`src/rtl/seg_disp_pkg.sv`:
```
`default_nettype none
// ============================================================================
// Module      : seg_disp_pkg
// Description : Shared definitions for the 7-segment scan multiplexer.
//               Segment codes are {a,b,c,d,e,f,g,dp}, bit7..bit0, 1 = lit.
//               Provides the scan state enum and a width helper.
// Revision    : 1.0 - initial release
// ============================================================================
package seg_disp_pkg;

  localparam logic [7:0] SEG_0   = 8'hFC;
  localparam logic [7:0] SEG_1   = 8'h60;
  localparam logic [7:0] SEG_2   = 8'hDA;
  localparam logic [7:0] SEG_3   = 8'hF2;
  localparam logic [7:0] SEG_4   = 8'h66;
  localparam logic [7:0] SEG_5   = 8'hB6;
  localparam logic [7:0] SEG_6   = 8'hBE;
  localparam logic [7:0] SEG_7   = 8'hE0;
  localparam logic [7:0] SEG_8   = 8'hFE;
  localparam logic [7:0] SEG_9   = 8'hE6;
  localparam logic [7:0] SEG_OFF = 8'h00;

  typedef enum logic [1:0] {
    IDLE  = 2'd0,
    BLANK = 2'd1,
    SHOW  = 2'd2
  } state_t;

  // Bits needed to hold values 0..value-1; never less than one bit.
  function automatic int clog2(input int value);
    int result;
    int v;
    result = 0;
    v      = value - 1;
    while (v > 0) begin
      result = result + 1;
      v      = v >> 1;
    end
    if (result == 0) begin
      result = 1;
    end
    return result;
  endfunction

endpackage
`default_nettype wire

```
`src/rtl/seg_disp_scan_mux_if.sv`:
```
`default_nettype none
// ============================================================================
// Module      : seg_disp_scan_mux_if
// Description : Data/display bundle of the scan multiplexer.
//   en         scan enable (0 = display dark)
//   load       1-cycle capture strobe for bcd_in/dp_in
//   bcd_in     4*NUM_DIGITS BCD word, digit 0 in the low nibble
//   dp_in      per-digit decimal points
//   seg_out    {a,b,c,d,e,f,g,dp}, active-high
//   dig_en     one-hot digit enable, active-high
//   frame_done 1-cycle pulse at the end of the last digit slot
//   master : upstream logic driving the value; slave : the scan multiplexer
// Revision    : 1.0 - initial release
// ============================================================================
interface seg_disp_scan_mux_if #(
  parameter int NUM_DIGITS = 4
);
  logic                    en;
  logic                    load;
  logic [4*NUM_DIGITS-1:0] bcd_in;
  logic [NUM_DIGITS-1:0]   dp_in;
  logic [7:0]              seg_out;
  logic [NUM_DIGITS-1:0]   dig_en;
  logic                    frame_done;

  modport master (
    output en, load, bcd_in, dp_in,
    input  seg_out, dig_en, frame_done
  );

  modport slave (
    input  en, load, bcd_in, dp_in,
    output seg_out, dig_en, frame_done
  );
endinterface
`default_nettype wire

```
`src/rtl/seg_bcd_decode.sv`:
```
`default_nettype none
// ============================================================================
// Module      : seg_bcd_decode
// Description : Combinational BCD to 7-segment decoder. Codes A-F are dark.
//   bcd  in  4  BCD digit
//   seg  out 7  {a,b,c,d,e,f,g}, active-high
// Revision    : 1.0 - initial release
// ============================================================================
module seg_bcd_decode
  import seg_disp_pkg::*;
(
  input  logic [3:0] bcd,
  output logic [6:0] seg
);

  always_comb begin
    seg = SEG_OFF[7:1];
    case (bcd)
      4'd0:    seg = SEG_0[7:1];
      4'd1:    seg = SEG_1[7:1];
      4'd2:    seg = SEG_2[7:1];
      4'd3:    seg = SEG_3[7:1];
      4'd4:    seg = SEG_4[7:1];
      4'd5:    seg = SEG_5[7:1];
      4'd6:    seg = SEG_6[7:1];
      4'd7:    seg = SEG_7[7:1];
      4'd8:    seg = SEG_8[7:1];
      4'd9:    seg = SEG_9[7:1];
      default: seg = SEG_OFF[7:1];
    endcase
  end

endmodule
`default_nettype wire

```
`src/rtl/seg_disp_scan_mux.sv`:
```
`default_nettype none
// ============================================================================
// Module      : seg_disp_scan_mux
// Description : Time-multiplexed scan controller for an N-digit common-cathode
//               7-segment display. Each digit slot is CLK_DIV cycles: the first
//               BLANK_CYCLES are dark (anti-ghosting guard), the rest show the
//               digit. New values are double-buffered and take effect only at a
//               frame boundary so a frame is never torn.
//   clk     in  1     rising-edge clock
//   rst_n   in  1     asynchronous active-low reset
//   bus     slave     seg_disp_scan_mux_if (en, load, bcd_in, dp_in,
//                     seg_out, dig_en, frame_done)
// Build option : SEG_LZ_BLANK_EN - leading-zero blanking of digits above the
//                most significant non-zero digit (digit 0 always shown).
// Revision    : 1.0 - initial release
// ============================================================================
module seg_disp_scan_mux
  import seg_disp_pkg::*;
#(
  parameter int NUM_DIGITS   = 4,
  parameter int CLK_DIV      = 50000,
  parameter int BLANK_CYCLES = 16
) (
  input  logic               clk,
  input  logic               rst_n,
  seg_disp_scan_mux_if.slave bus
);

  localparam int CNT_W = clog2(CLK_DIV);
  localparam int IDX_W = clog2(NUM_DIGITS);

  localparam logic [CNT_W-1:0] CNT_LAST  = CNT_W'(CLK_DIV - 1);
  localparam logic [CNT_W-1:0] CNT_SHOW  = CNT_W'(BLANK_CYCLES);
  localparam logic [IDX_W-1:0] IDX_LAST  = IDX_W'(NUM_DIGITS - 1);

  state_t                  state, state_nxt;
  logic [CNT_W-1:0]        cnt, cnt_nxt;
  logic [IDX_W-1:0]        idx, idx_nxt;

  logic [4*NUM_DIGITS-1:0] act_bcd, pend_bcd;
  logic [NUM_DIGITS-1:0]   act_dp, pend_dp;
  logic                    pend_valid;

  logic                    frame_end;
  logic                    show_now;
  logic [3:0]              cur_bcd;
  logic                    cur_dp;
  logic                    cur_lz;
  logic [NUM_DIGITS-1:0]   cur_onehot;
  logic [NUM_DIGITS-1:0]   lz_blank;
  logic [6:0]              seg7;

  logic [7:0]              seg_reg;
  logic [NUM_DIGITS-1:0]   dig_reg;
  logic                    done_reg;

  // --------------------------------------------------------------------------
  // Scan FSM: state register
  // --------------------------------------------------------------------------
  always_ff @(posedge clk or negedge rst_n) begin
    if (!rst_n) begin
      state <= IDLE;
      cnt   <= '0;
      idx   <= '0;
    end else begin
      state <= state_nxt;
      cnt   <= cnt_nxt;
      idx   <= idx_nxt;
    end
  end

  // --------------------------------------------------------------------------
  // Scan FSM: next state. BLANK/SHOW are purely a function of the slot
  // counter, so the state is re-derived from the next count each cycle.
  // --------------------------------------------------------------------------
  always_comb begin
    state_nxt = state;
    cnt_nxt   = cnt;
    idx_nxt   = idx;
    if (!bus.en) begin
      state_nxt = IDLE;
      cnt_nxt   = '0;
      idx_nxt   = '0;
    end else begin
      case (state)
        IDLE: begin
          state_nxt = BLANK;
          cnt_nxt   = '0;
          idx_nxt   = '0;
        end
        BLANK, SHOW: begin
          if (cnt == CNT_LAST) begin
            cnt_nxt = '0;
            idx_nxt = (idx == IDX_LAST) ? '0 : idx + 1'b1;
          end else begin
            cnt_nxt = cnt + 1'b1;
          end
          state_nxt = (cnt_nxt < CNT_SHOW) ? BLANK : SHOW;
        end
        default: begin
          state_nxt = IDLE;
          cnt_nxt   = '0;
          idx_nxt   = '0;
        end
      endcase
    end
  end

  assign frame_end = (state != IDLE) && (cnt == CNT_LAST) && (idx == IDX_LAST);
  assign show_now  = bus.en && (state == SHOW);

  // --------------------------------------------------------------------------
  // Double buffer. A load landing exactly on the boundary bypasses pending so
  // it is not delayed by a whole frame.
  // --------------------------------------------------------------------------
  always_ff @(posedge clk or negedge rst_n) begin
    if (!rst_n) begin
      act_bcd    <= '0;
      act_dp     <= '0;
      pend_bcd   <= '0;
      pend_dp    <= '0;
      pend_valid <= 1'b0;
    end else if (frame_end) begin
      if (bus.load) begin
        act_bcd <= bus.bcd_in;
        act_dp  <= bus.dp_in;
      end else if (pend_valid) begin
        act_bcd <= pend_bcd;
        act_dp  <= pend_dp;
      end
      pend_valid <= 1'b0;
    end else if (bus.load) begin
      pend_bcd   <= bus.bcd_in;
      pend_dp    <= bus.dp_in;
      pend_valid <= 1'b1;
    end
  end

  // --------------------------------------------------------------------------
  // Leading-zero detection on the active word
  // --------------------------------------------------------------------------
`ifdef SEG_LZ_BLANK_EN
  // zero_from[k] = digits k..NUM_DIGITS-1 are all zero
  logic [NUM_DIGITS:1] zero_from;
  assign zero_from[NUM_DIGITS] = 1'b1;
  assign lz_blank[0]           = 1'b0;
  for (genvar k = 1; k < NUM_DIGITS; k++) begin : g_lz
    assign zero_from[k] = zero_from[k+1] && (act_bcd[4*k +: 4] == 4'd0);
    assign lz_blank[k]  = zero_from[k];
  end
`else
  assign lz_blank = '0;
`endif

  // --------------------------------------------------------------------------
  // Digit select
  // --------------------------------------------------------------------------
  always_comb begin
    cur_bcd    = 4'd0;
    cur_dp     = 1'b0;
    cur_lz     = 1'b0;
    cur_onehot = '0;
    for (int k = 0; k < NUM_DIGITS; k++) begin
      if (idx == IDX_W'(k)) begin
        cur_bcd       = act_bcd[4*k +: 4];
        cur_dp        = act_dp[k];
        cur_lz        = lz_blank[k];
        cur_onehot[k] = 1'b1;
      end
    end
  end

  seg_bcd_decode u_decode (
    .bcd (cur_bcd),
    .seg (seg7)
  );

  // --------------------------------------------------------------------------
  // Output registers: one cycle behind cnt/idx. Gating with en darkens the
  // display on the cycle right after en falls.
  // --------------------------------------------------------------------------
  always_ff @(posedge clk or negedge rst_n) begin
    if (!rst_n) begin
      seg_reg  <= SEG_OFF;
      dig_reg  <= '0;
      done_reg <= 1'b0;
    end else begin
      if (show_now) begin
        seg_reg <= {(cur_lz ? 7'd0 : seg7), cur_dp};
        dig_reg <= cur_onehot;
      end else begin
        seg_reg <= SEG_OFF;
        dig_reg <= '0;
      end
      done_reg <= show_now && (cnt == CNT_LAST) && (idx == IDX_LAST);
    end
  end

  assign bus.seg_out    = seg_reg;
  assign bus.dig_en     = dig_reg;
  assign bus.frame_done = done_reg;

endmodule
`default_nettype wire

```
`src/flat_wrapper.sv`:
```
// flat-port wrapper written by rule: the top's interface ports become plain ports
module seg_disp_scan_mux_flat import seg_disp_pkg::*;
#(
  parameter int NUM_DIGITS   = 4,
  parameter int CLK_DIV      = 50000,
  parameter int BLANK_CYCLES = 16
)
  (clk, rst_n, bus_en, bus_load, bus_bcd_in, bus_dp_in, bus_seg_out, bus_dig_en, bus_frame_done);
  seg_disp_scan_mux_if #(.NUM_DIGITS(NUM_DIGITS)) bus_i ();
  input  logic clk;
  input  logic rst_n;
  input wire logic [$bits(bus_i.en)-1:0] bus_en;
  input wire logic [$bits(bus_i.load)-1:0] bus_load;
  input wire logic [$bits(bus_i.bcd_in)-1:0] bus_bcd_in;
  input wire logic [$bits(bus_i.dp_in)-1:0] bus_dp_in;
  output wire logic [$bits(bus_i.seg_out)-1:0] bus_seg_out;
  output wire logic [$bits(bus_i.dig_en)-1:0] bus_dig_en;
  output wire logic [$bits(bus_i.frame_done)-1:0] bus_frame_done;
  assign bus_i.en = bus_en;
  assign bus_i.load = bus_load;
  assign bus_i.bcd_in = bus_bcd_in;
  assign bus_i.dp_in = bus_dp_in;
  assign bus_seg_out = bus_i.seg_out;
  assign bus_dig_en = bus_i.dig_en;
  assign bus_frame_done = bus_i.frame_done;
  seg_disp_scan_mux #(.NUM_DIGITS(NUM_DIGITS), .CLK_DIV(CLK_DIV), .BLANK_CYCLES(BLANK_CYCLES)) u_core (.clk(clk), .rst_n(rst_n), .bus(bus_i));
endmodule
```
`config.mk`:
```
export PLATFORM = sky130hd
export DESIGN_NAME = seg_disp_scan_mux_flat
export DESIGN_NICKNAME = d
export VERILOG_FILES = /design/src/rtl/seg_disp_pkg.sv /design/src/rtl/seg_disp_scan_mux_if.sv /design/src/rtl/seg_bcd_decode.sv /design/src/rtl/seg_disp_scan_mux.sv /design/src/flat_wrapper.sv
export SDC_FILE = /design/constraint.sdc
export NUM_CORES = 1
export LEC_CHECK = 0
export ABC_AREA = 1
export BUFFER_PORTS_ARGS = -buffer_cell sky130_fd_sc_hd__clkbuf_2
export CAP_MARGIN = 30
export CORE_MARGIN = 8
export CORE_UTILIZATION = 60
export DETAILED_ROUTE_END_ITERATION = 12
export GPL_ROUTABILITY_DRIVEN = 0
export PLACE_DENSITY_LB_ADDON = 0.3
export SLEW_MARGIN = 15
export SYNTH_ARGS = -nofsm -noshare
export SYNTH_HDL_FRONTEND = slang
export SYNTH_HIERARCHICAL = 1
export SYNTH_SLANG_ARGS = --single-unit
export TNS_END_PERCENT = 1
```
`constraint.sdc`:
```
create_clock -name clk -period 2.8 [get_ports clk]
set_input_delay 0.14 -clock clk [delete_from_list [all_inputs] [get_ports clk]]
set_output_delay 0.14 -clock clk [all_outputs]
set_load 0.02 [all_outputs]
```
== Word level (Yosys, flattened, before mapping) ==
Memory sizes are Yosys's and may differ from the RTL's.
Cells that the tools add are included.

* Memory bits (read-only): 112
* Output and inout bits: 13
* Memories kept: 1
* Logic and storage cells: 68
* Flip-flop bits (word level): 74
* Input bits: 24

* $add $sub $neg: 2
* Reduce and logical (&&, ||, !) cells: 13
* Order comparisons: 1
* Equality and inequality tests: 7
* Multiplexer cells: 32
* Bitwise logic cells: 1

{| class="wikitable"
|+ Memories
! name !! words !! bits a word !! rd ports !! clocked after memory_dff !! wr ports !! RTL line !! RTL
|-
| (name not given) || 16 || 7 || 1 || 0 || 0 || seg_bcd_decode.sv:18 || <nowiki>case (bcd)</nowiki>
|}

{| class="wikitable"
|+ Operators by type and width
! cell !! count
|-
| 16-bit two-way mux || 7
|-
| 4-bit two-way mux || 7
|-
| 16-bit by 1-bit adder with 16-bit output, second input constant || 1
|-
| 16-bit equality test, second input constant || 1
|-
| 16-bit by 5-bit < comparator with 1-bit output, second input constant || 1
|-
| 2-bit two-way mux || 6
|-
| 1-bit two-way mux || 10
|-
| 8-bit two-way mux || 1
|-
| 2-bit equality test, second input constant || 3
|-
| 2-bit nonzero test || 3
|-
| 1-bit logical AND || 5
|-
| 2-bit by 1-bit equality test with 1-bit output, second input constant || 2
|-
| 2-bit logical NOT || 2
|-
| 2-bit case mux with 2 select lines || 1
|-
| 2-bit AND reduction || 2
|-
| 3-bit by 2-bit inequality test with 1-bit output, second input constant || 1
|-
| 2-bit by 1-bit adder with 2-bit output, second input constant || 1
|-
| 2-bit OR reduction || 1
|-
| 1-bit inverter || 1
|}

== Longest topological paths before layout ==
Gate-level depths: netlist (run 1).

* Depth in word-level cells: 8
* Mapped depth: 15

== By module ==
Netlist (run 1), hierarchy kept.

{| class="wikitable"
|+ Modules (own cells, without submodules)
! module !! sequential area each (um2) !! area an instance (um2) !! instances !! cells each
|-
| seg_disp_scan_mux || 1,851.8 || 3,935.0 || 1 || 447
|-
| seg_bcd_decode || 0.0 || 214.0 || 1 || 40
|}

== Worst setup path after synthesis (run 1) ==
Ideal clock, no wire load.

* Path kind: reg-to-reg
* Start point: register u_core.idx[0]
* End point: register u_core.seg_reg[4] (netlist: u_core/bus.seg_out[4])
* Clock period less this slack: 2.318 ns
* Slack: 0.482 ns
* Stages on the path, launching flop included: 13
* Required time: 2.669 ns
* Buffers on the path: 0
* Arrival: 2.188 ns
* Library setup time: 0.131 ns
* Cells stage by stage: dfrtp_1 -> ha_1 -> nor2_1 -> a221oi_1 -> o31ai_1 -> inv_1 -> ha_1 -> nand2_1 -> nand2_1 -> nor2_1 -> nor2_1 -> inv_1 -> nor2_1

* Cells in the longest elaborated chain, start to end: 7
* Elaborated cells between the ends (all ways): 10
* Those cells by class: eq/ne: 3; mux: 5; reduce/logical: 1; memory: 1

{| class="wikitable"
|+ Ends and longest elaborated chain
! what !! RTL line !! RTL
|-
| start: declaration || seg_disp_scan_mux.sv:38 || <nowiki>logic [IDX_W-1:0] idx, idx_nxt;</nowiki>
|-
| start signal: assignment || seg_disp_scan_mux.sv:68 || <nowiki>idx <= idx_nxt;</nowiki>
|-
| 2-bit logical NOT || seg_disp_scan_mux.sv:164 || <nowiki>if (idx == IDX_W'(k)) begin</nowiki>
|-
| 4-bit two-way mux (3 in series) || seg_disp_scan_mux.sv:164 ||
|-
| 4-bit two-way mux (*) || seg_disp_scan_mux.sv:164 ||
|-
| net u_core.cur_bcd[1] || seg_disp_scan_mux.sv:46 || <nowiki>logic [3:0] cur_bcd;</nowiki>
|-
| memory 16 x 7 bit (*) || -- ||
|-
| net u_core.seg7[3] || seg_disp_scan_mux.sv:51 || <nowiki>logic [6:0] seg7;</nowiki>
|-
| 8-bit two-way mux (*) || seg_disp_scan_mux.sv:188 || <nowiki>if (show_now) begin</nowiki>
|-
| end signal: assignment || seg_disp_scan_mux.sv:189 || <nowiki>seg_reg <= {(cur_lz ? 7'd0 : seg7), cur_dp};</nowiki>
|-
| end: declaration || seg_disp_scan_mux.sv:53 || <nowiki>logic [7:0] seg_reg;</nowiki>
|}

Mark *: on every way through the listed nets, which the timed path passes. The rest lies on a longest branch.
A chain may end at the register's enable or synchronous reset.

== Worst setup path after layout (run 1) ==
* Start point: register u_core.idx[1]
* End point: register u_core.seg_reg[4] (netlist: u_core/bus.seg_out[4])

Same word-level chain as after synthesis.

==> summary.md, run 1 <==
| Metric | Value |
|---|---|
| R2R cell count | 13 |
| Hold_sp | bus_bcd_in[6] |
| Post-detailed-route wirelength per cell | 13.1 µm |
| Congestion Overflow GR | 0 |
| Leakage power | 2.39 nW |
| Top cells by area, synth | dfrtp_1, nand2_1, o21ai_2 |
| Max cap viols | 0 |
| Vias per inst | 5.12 |
| Number of setup buffers added after CTS | 0 |
| Synth Area in Simple Gates | 25.5% |
| Cell variety after synth | 35 |
| Post-synthesis sequential area ratio | 44.6% |
| Startpoint of the worst-slack reg-to-reg timing path | u_core/idx[1]$_DFFE_PN0P_ |
| Status | completed |
| I/O pin count | 37 |
| WL final | 7.99 mm |
| Fin nets | 562 |
| Root Buffer | clkbuf_8 |
| Yosys top cell area share | 44.6% |
| Hold Path Depth | 3 |
| Initial antenna violation count | 0 |
| CP peak stage delay | 0.39 ns |
| Post-DP Area | 4340 µm² |
| DR iter-0 viols | 191 |
| Yosys reg bits | 74 |
| Largest net degree at the start of global routing | 47 |
| Antenna-violating nets left | 0 |
| Final setup violation count | 0 |
| Worst Path Required | 3.02 ns |
| R2R Setup Slk | 0.35 ns |
| CP startpoint kind | register |
| Total negative slack | 0 ns |
| First-pass GRT wire length | 14.1 mm |
| CTS tree | yes |
| Initial Utilization | 61.4% |
| Critical Path End Type | register |
| Min Tclk post-route | 2.45 ns |
| Residual DRC | 0 |
| Adder-Cell Fraction of Synth Area | 4.22% |
| CP max-delay cell | dfrtp_1 |
| Ys Warns | 6 |
| Buffers on Ports | 36 |
| RSZ-0062 raised after global routing | no |
| Mux cell area share after synthesis | 0% |
| Worst Hold Class | in2reg |
| Vias in the first global route | 3140 |
| P&R area growth vs syn | 10.8% |
| Post-synth top area cell | dfrtp_1 |
| Final Skew | 0.00930 ns |
| Fin crit share | 87.4% |
| Num CTS Buffers | 9 |
| Proportion of layout cells with a drive suffix above 1 | 27.0% |
| Max Transition Viols Final | 0 |
| Row count | 30 |
| Synth Area in Compound Gates | 14.9% |
| H-Tree Depth | 3 |
| Worst setup path start | u_core/idx[1]$_DFFE_PN0P_ |
| Drt first pass iters | 4 |
| Clk buf depth | 2 |
| Worst Tran Pin Value | 0.674 ns |
| Vias post-DR | 3118 |
| Worst skew pair latency | 0.34 ns |
| GRT Total Usage | 17.6% |
| CP cell instances | inv_1, ha_1, nor2_1, a221oi_1, o31ai_2, inv_1, ha_1, nand2_1, nand2_1, nor2_1, nor2_1, inv_1, nor2_1 |
| Final Hold Fails | 0 |
| Largest family of logic cells by synthesized area | simple AND/OR/NAND/NOR gates |
| Clock sink count | 74 |
| Ant. Diodes | 0 |
| Fmax | 409 MHz |
| PwrDens | 504 nW/µm² |
| Detailed Place HPWL | 5.73 mm |
| Post-route cell area | 4600 µm² |
| Core Area | 6760 µm² |
| Mapped Nets | 525 |
| Arr. time, crit path | 2.67 ns |
| Crit path top cell by count | nor2_1 |
| WHS Endpoint | u_core/pend_bcd[6]$_DFFE_PN0P_ |
| Hold WS | 0.0425 ns |
| DIE HEIGHT | 99.2 µm |
| Fill cells | 518 |
| Mapped Cells | 487 |
| Mean area per synthesized cell | 8.52 µm² |
| Relative slew margins | 55.1% |
| Peak supply drop | 286 µV |
| Reg2reg end | u_core/bus.seg_out[4]$_DFF_PN0_ |
| Post-Syn Area | 4150 µm² |
| Synth Area in XOR/XNOR | 1.27% |
| Crit path max fanout | 7 |
| Worst-path clk slew | 0.08 ns |
| DIE AREA | 9830 µm² |
| Non-Filler Instances | 609 |
| Chip Width | 99.2 µm |
| Crit path kind | reg2reg |
| Post-Place Cells | 592 |
worst max path at each step:
| stage | endpoint | cells after the start | slack, ns |
|---|---|---|---|
| after global routing | u_core/bus.seg_out[4]$_DFF_PN0_ | 13 | 0.12 |
| after floorplan | u_core/bus.seg_out[4]$_DFF_PN0_ | 12 | 0.48 |
| after detailed placement | u_core/bus.seg_out[4]$_DFF_PN0_ | 13 | 0.24 |
| after global placement | u_core/bus.seg_out[4]$_DFF_PN0_ | 12 | 0.47 |
| final | u_core/bus.seg_out[4]$_DFF_PN0_ | 13 | 0.35 |
| after CTS | u_core/bus.seg_out[4]$_DFF_PN0_ | 13 | 0.24 |
metal layers:
metal  routed length (µm)  global-route usage, %  part of all wire [%]  vias up
met5                    0                      0                     0        -
met3                  373                   4.12                   4.7        6
li1                     -                      -                     -     1610
met2                 3820                   28.7                    48       60
met1                 3740                   22.1                    47     1442
met4                   60                   7.33                  0.75        0
final cells by class:
| class | count | area (µm²) | area share (%) |
|---|---|---|---|
| clock buffers | 10 | 128 | 2.78 |
| flip-flops and latches | 74 | 1850 | 40.3 |
| inverters | 67 | 251 | 5.47 |
| repair buffers | 43 | 248 | 5.39 |
| well taps | 80 | 100 | 2.18 |
| clock inverters | 6 | 114 | 2.48 |
| multi-input cells | 329 | 1910 | 41.4 |
synth_stat cells, drive strengths merged:
cell type / count
nor3b: 1
nand2: 134
a221oi: 4
a22oi: 1
inv: 67
o21a: 1
o211ai: 1
o21bai: 2
nand3: 19
ha: 14
a21oi: 3
xnor2: 1
nor4: 1
clkbuf: 6
nor2: 60
or2: 1
dfrtp: 74
nor3: 4
xor2: 5
o21ai: 67
nand4: 6
o31ai: 4
buf: 11
state kept, by name, indices dropped and copies added, names as in the netlist:
register and flops:
u_core/cnt 16, u_core/state 2, u_core/bus.dig_en 4, u_core/act_bcd 16
u_core/bus.seg_out 8, u_core/act_dp 4, u_core/pend_dp 4, u_core/pend_valid 1
u_core/idx 2, u_core/bus.frame_done 1, u_core/pend_bcd 16
where the power goes:
group	total, mW	switching, mW	internal [mW]
Sequential	1.12	0.0201	1.10
Combinational	0.203	0.131	0.0719
Clock	0.995	0.400	0.595
per-stage QoR:
step,total power [mW],setup slack [ns],utilization (%)
final,2.32,0.353,68.1
after global routing,2.41,0.121,68.1
after CTS,2.34,0.242,68.0
after detailed placement,1.34,0.239,64.3
after global placement,1.34,0.470,64.3
after floorplan,1.28,0.482,-
layout by cell type (no fill, tap or decap), drive strengths merged:
cell type / count
bufinv: 3
nand3: 19
clkinvlp: 2
ha: 14
a221oi: 4
nor2: 60
inv: 68
buf: 7
o21a: 1
nand4: 6
xor2: 5
o31ai: 4
or2: 1
a21oi: 3
dfrtp: 74
nor4: 1
o21bai: 2
xnor2: 1
nand2: 134
nor3: 4
dlygate4sd3: 1
nor3b: 1
o21ai: 67
a22oi: 1
clkbuf: 45
o211ai: 1
critical path: cells and delay by family (launching register included):
| kind | cells | cell delay (ns) |
|---|---|---|
| AOI/OAI and AO/OA | 2 | 0.44 |
| adders and majority gates | 2 | 0.58 |
| buffers and inverters | 3 | 0.30 |
| and+or+nand+nor | 6 | 0.61 |
| DFF | 1 | 0.39 |
kinds of logic (layout without fill, tap and decap cells):
group / after synthesis / count (layout)
simple gates: 226 / 226
buf+inv: 84 / 126
compound gates: 83 / 83
flops: 74 / 74
fa+ha+maj: 14 / 14
xor+xnor: 6 / 6
repair_timing:
action                     4_1_cts  5_1_grt
hold buffers                     1        0
setup endpoints to repair        0        2
hold endpoints to repair        28        0
gates resized for setup          0        1
(Power assumes the default switching activity.)
==> inputs of run 2 (changes only) <==
Settings changed: CORE_UTILIZATION 60 to 54, SYNTH_HIERARCHICAL 1 to not set.
==> run 2 against run 1 <==
Global-route usage shrank 0.75 points. Setup slack better by 0.13 ns. Sequential share of layout area up 2.4 points. Cell count is 0.33% lower.
==> summary.md, run 2 <==
| Metric | Value |
|---|---|
| Worst Tran Pin Value | 0.763 ns |
| Arr. time, crit path | 2.59 ns |
| Post-Syn Area | 3840 µm² |
| Worst Hold Class | in2reg |
| Row count | 30 |
| Buffers on Ports | 36 |
| Worst Path Required | 3.07 ns |
| Post-detailed-route wirelength per cell | 12.9 µm |
| Initial Utilization | 56.2% |
| Antenna-violating nets left | 0 |
| H-Tree Depth | 3 |
| Final Skew | 0.00624 ns |
| Vias post-DR | 3089 |
| Min Tclk post-route | 2.31 ns |
| Top cells by area, synth | dfrtp_1, nand2_1, o21ai_0 |
| Mean area per synthesized cell | 8.17 µm² |
| Congestion Overflow GR | 0 |
| Clk buf depth | 2 |
| Commonest cells after routing, fill and taps aside | nand2_1, dfrtp_1, nor2_1 |
| Fin nets | 544 |
| PwrDens | 514 nW/µm² |
| Post-synth EDFFs | 0 |
| DR iter-0 viols | 181 |
| WL final | 7.83 mm |
| Yosys top cell area share | 48.2% |
| Max cap viols | 0 |
| Drt first pass iters | 5 |
| Hold_sp | bus_bcd_in[10] |
| Wire length on met3 | 400 µm |
| Max layer used | met4 |
| Ys Warns | 0 |
| Max Transition Viols Final | 0 |
| Worst-path clk slew | 0.07 ns |
| Post-synth top area cell | dfrtp_1 |
| I/O pin count | 37 |
| Core Area | 6830 µm² |
| Worst Setup Slack, final | 0.487 ns |
| RSZ-0062 raised after global routing | no |
| Detailed Place HPWL | 5.53 mm |
| Worst skew pair latency | 0.34 ns |
| Initial antenna violation count | 0 |
| Cell variety after synth | 32 |
| Wl on met1 | 3.59 mm |
| Num CTS Buffers | 9 |
| Proportion of layout cells with a drive suffix above 1 | 17.8% |
| Startpoint of the worst-slack reg-to-reg timing path | u_core.idx[0]$_DFFE_PN0P_ |
| Synth async-reset ratio | 100% |
| Worst setup path start | u_core.idx[0]$_DFFE_PN0P_ |
| CP startpoint kind | register |
| Ant. Diodes | 0 |
| DIE AREA | 10100 µm² |
| Status | completed |
| Peak supply drop | 334 µV |
| Critical Path End Type | register |
| Regs by FF count | u_core.act_bcd: 16 flops, u_core.cnt: 16 flops, u_core.pend_bcd: 16 flops |
| Vias per inst | 5.09 |
| Final Hold Fails | 0 |
| Residual DRC | 0 |
| Crit path max fanout | 6 |
| Largest net degree at the start of global routing | 43 |
| First-pass GRT wire length | 13.7 mm |
| Mapped Nets | 508 |
| Vias in the first global route | 3031 |
| Most frequent cell after synthesis | nand2_1 |
| Most frequent cells after synthesis | nand2_1, dfrtp_1, nor2_1 |
| Post-synthesis sequential area ratio | 48.2% |
| Metal2 WL | 3.64 mm |
| Crit path kind | reg2reg |
| CTS tree | yes |
| Final setup violation count | 0 |
| GRT Total Usage | 16.9% |
| DIE HEIGHT | 100 µm |
| Fin crit share | 82.6% |
| Relative slew margins | 49.1% |
| Commonest non-fill, non-tap cell in the layout | nand2_1 |
| P&R area growth vs syn | 12.9% |
| Total negative slack | 0 ns |
| Pre-CTS WS | 0.501 ns |
| Chip Width | 100 µm |
| Synth Flop Type | dfrtp_1 |
| Fmax | 432 MHz |
| Clock sink count | 74 |
| Mapped Cells | 470 |
| Root Buffer | clkbuf_8 |
| Leakage power | 2.19 nW |
| Yosys reg bits | 74 |
-- run 2: cell count changes after synthesis, sizes merged, moves of 2 or more --
cell	change
o31ai	-4
a21oi	+8
a221oi	-4
nand4	+2
nand3	-4
nor2	-7
o21ai	+8
inv	-15
nand3b	+2
-- run 2: worst paths after layout --
kind / endpoint / slack (ns) / cells after the start
max: u_core.bus.seg_out[4]$_DFF_PN0_ / 0.49 / 12
min: u_core.pend_bcd[10]$_DFFE_PN0P_ / 0.04 / 3
max reg2reg: u_core.bus.seg_out[4]$_DFF_PN0_ / 0.49 / 12
min reg2reg: u_core.act_dp[2]$_DFFE_PN0P_ / 0.49 / 2
max in group asynchronous: u_core.pend_bcd[5]$_DFFE_PN0P_ / 1.72 / 3
min in group asynchronous: u_core.cnt[3]$_DFF_PN0_ / 0.40 / 2
-- run 2: timing repair --
| action | in CTS | in global routing |
|---|---|---|
| buffers inserted | 0 | 0 |
| hold buffers | 1 | 0 |
| setup endpoints to repair | 0 | 0 |
| gates resized for setup | 0 | 0 |
| endpoints found under the hold margin | 33 | 0 |
-- run 2: where the power goes --
group	leakage, nW	internal, mW	switching [mW]
Clock	0.120	0.588	0.380
Combinational	1.08	0.0493	0.101
Sequential	0.990	1.10	0.0156
Total	2.19	1.73	0.496
-- run 2: kinds of logic after synthesis --
group | share of synthesized area (%)
buffers and inverters | 8.24
XOR/XNOR | 1.14
AO/OA/AOI/OAI | 14.1
AND/OR/NAND/NOR | 23.7
adder cells (fa/ha/maj) | 4.56
flip-flops | 48.2
-- run 2: layer usage --
layer	GRT usage, %	vias up
li1	-	1563
met1	21.2	1425
met2	26.7	85
met3	4.08	16
met4	8.14	0
met5	0	-
-- run 2: layout make-up --
cell class,instances,area [µm²]
Clock buffer,10,128
Fill cell,611,2490
Clock inverter,6,105
Multi-Input combinational cell,327,1680
Timing Repair Buffer,41,253
Inverter,53,200
Sequential cell,74,1850
Tap cell,96,120
-- run 2: critical path, stage by stage (launching register included) --
cell and delay, ns:
dfrtp_1 0.42, inv_1 0.12, ha_1 0.32, nand2_1 0.08, o21ai_0 0.24, nand2_1 0.08
nand2_1 0.07, o21ai_0 0.22, ha_1 0.37, inv_1 0.04, nor2_1 0.13, nor2_1 0.06
nor2_1 0.09
-- run 2: metrics by stage --
| stage | instances | power (mW) | hold slack, ns | area, µm² | utilization [%] |
|---|---|---|---|---|---|
| 2_1_floorplan | 470 | 1.22 | -0.156 | 3840 | - |
| 3_3_place_gp | 589 | 1.28 | 0.241 | 4070 | 59.5 |
| 3_5_place_dp | 590 | 1.29 | 0.252 | 4090 | 59.9 |
| 4_1_cts | 607 | 2.26 | 0.0213 | 4340 | 63.5 |
| 5_1_grt | 607 | 2.32 | 0.0341 | 4340 | 63.5 |
| 6_report | 607 | 2.23 | 0.0394 | 4340 | 63.5 |
==> inputs of run 3 (changes only) <==
Settings changed: CORE_UTILIZATION 54 to 53.
Clock period 2.8 ns to 2.1 ns, I/O delays scaled along.
==> run 3 against run 2 <==
Sequential power up 34%. Setup slack worse by 0.33 ns. Final area grew 2.9%. Maximum frequency rose by 19%. Via count grew 0.94%. Global-route usage is 0.18 points higher. Clock skew decreased by 0.00071 ns. Register-to-register slack got worse by 0.33 ns. Sequential share of layout area fell by 1.2 points. Cell count up 3.1%. Worst hold slack worse by 0.028 ns. Largest cell class unchanged. Largest power group unchanged. Highest routed layer unchanged.
==> summary.md, run 3 (same netlist as run 2, synthesis figures left out) <==
| Metric | Value |
|---|---|
| Wire length on met3 | 372 µm |
| Flop pwr share | 55.6% |
| Total negative slack | 0 ns |
| Ant. Diodes | 0 |
| Min Tclk post-route | 1.94 ns |
| DIE HEIGHT | 101 µm |
| CTS tree | yes |
| Vias post-DR | 3118 |
| Worst-path clk slew | 0.07 ns |
| Worst skew pair latency | 0.34 ns |
| Comb pwr share | 8.7% |
| GRT Total Usage | 17.1% |
| Max cap viols | 0 |
| Fin crit share | 92.4% |
| Drt first pass iters | 5 |
| Post-detailed-route wirelength per cell | 12.7 µm |
| Chip Width | 101 µm |
| Initial Utilization | 53.8% |
| H-Tree Depth | 3 |
| Worst Path Required | 2.34 ns |
| DIE AREA | 10200 µm² |
| Metal2 WL | 3.71 mm |
| Core Area | 7140 µm² |
| Wl on met1 | 3.75 mm |
| Arr. time, crit path | 2.18 ns |
| Area of the multi-input gates | 1710 µm² |
| P_int | 2.01 mW |
| Total power | 2.67 mW |
| Fin nets | 561 |
| Largest net degree at the start of global routing | 75 |
| Switch share | 24.8% |
| Final Skew | 0.00553 ns |
| Vias in the first global route | 2991 |
| Critical Path End Type | register |
| Root Buffer | clkbuf_8 |
| WL final | 7.98 mm |
| Peak supply drop | 476 µV |
| DR iter-0 viols | 195 |
| Status | completed |
| Num CTS Buffers | 9 |
| Regs by FF count | u_core.act_bcd: 16 flops, u_core.cnt: 16 flops, u_core.pend_bcd: 16 flops |
| Relative slew margins | 65.1% |
| Commonest non-fill, non-tap cell in the layout | nand2_1 |
| Final Hold Fails | 0 |
| Reg area | 1850 µm² |
| Buffers on Ports | 36 |
| Congestion Overflow GR | 0 |
| P&R area growth vs syn | 16.2% |
| I/O pin count | 37 |
| Commonest cells after routing, fill and taps aside | nand2_1, dfrtp_1, nor2_1 |
| Clock share of power | 35.7% |
| First-pass GRT wire length | 13.9 mm |
| Detailed Place HPWL | 5.60 mm |
| Max layer used | met4 |
| Final setup violation count | 0 |
| Crit path kind | reg2reg |
| Clock sink count | 74 |
| Fmax | 515 MHz |
| Worst Tran Pin Value | 0.520 ns |
| Initial antenna violation count | 0 |
| Leakage power | 2.24 nW |
| CP startpoint kind | register |
| Worst Hold Class | in2reg |
| Max Transition Viols Final | 0 |
| Antenna-violating nets left | 0 |
| Vias per inst | 4.98 |
| Clk buf depth | 2 |
| Row count | 31 |
| Residual DRC | 0 |
| PwrDens | 599 nW/µm² |
| Crit path max fanout | 9 |
| Fill cells | 658 |
| NetSw | 662 µW |
| Proportion of layout cells with a drive suffix above 1 | 20.1% |
-- run 3: metrics by stage --
| step | setup WS [ns] | hold WS (ns) | utilization [%] | cell area, µm² | std cells |
|---|---|---|---|---|---|
| after global placement | 0.142 | 0.165 | 58.4 | 4170 | 600 |
| after floorplan | 0.222 | -0.191 | - | 3840 | 470 |
| after detailed placement | 0.0473 | 0.167 | 58.4 | 4170 | 600 |
| after global routing | -0.0110 | 0.0140 | 62.5 | 4460 | 626 |
| final | 0.159 | 0.0113 | 62.5 | 4460 | 626 |
| after CTS | 0.0257 | 0.00544 | 61.8 | 4410 | 623 |
-- run 3: worst max-delay path, stage by stage (launching register included) --
cell     delay (ns)
dfrtp_2        0.43
buf_4          0.15
ha_4           0.18
o21ai_1        0.13
nand2_1        0.06
nand2_1        0.06
o21a_1         0.20
inv_2          0.08
ha_1           0.30
inv_1          0.05
nor2_1         0.05
nor2_1         0.11
nor2_1         0.05
-- run 3: what timing repair did --
action / in CTS / in global routing
setup endpoints to repair: 0 / 7
gates resized for setup: 0 / 12
hold buffers: 8 / 0
setup buffers: 0 / 3
endpoints found under the hold margin: 81 / 0
-- run 3: final timing paths --
check	slack, ns	to	cells past startpoint	startpoint
max reg2reg	0.16	u_core.bus.seg_out[4]$_DFF_PN0_	12	u_core.idx[0]$_DFFE_PN0P_
max in group asynchronous	1.45	u_core.idx[0]$_DFFE_PN0P_	3	rst_n
min in group asynchronous	0.30	u_core.cnt[3]$_DFF_PN0_	3	rst_n
min reg2reg	0.48	u_core.pend_bcd[13]$_DFFE_PN0P_	2	u_core.pend_bcd[13]$_DFFE_PN0P_
min	0.01	u_core.pend_dp[3]$_DFFE_PN0P_	3	bus_dp_in[3]
max	0.16	u_core.bus.seg_out[4]$_DFF_PN0_	12	u_core.idx[0]$_DFFE_PN0P_
-- run 3: cell type report --
type / count / share of cell area, %
Sequential cell: 74 / 41.5
Clock buffer: 13 / 3.34
Multi-Input combinational cell: 327 / 38.3
Clock inverter: 2 / 0.308
Timing Repair Buffer: 58 / 9.31
Tap cell: 99 / 2.78
Inverter: 53 / 4.49
-- run 3: layer usage --
metal / vias up / global-route usage [%]
met2: 82 / 26.4
li1: 1601 / -
met1: 1422 / 22.6
met4: 0 / 7.45
met3: 13 / 3.52
met5: - / 0
-- run 3: power by group through the flow --
| stage | Combinational (mW) | Sequential, mW | Clock (mW) |
|---|---|---|---|
| 2_1_floorplan | 0.126 | 1.51 | 0 |
| 3_3_place_gp | 0.206 | 1.51 | 0 |
| 3_5_place_dp | 0.212 | 1.51 | 0 |
| 4_1_cts | 0.224 | 1.48 | 0.986 |
| 5_1_grt | 0.267 | 1.49 | 1.05 |
| 6_report | 0.232 | 1.49 | 0.955 |
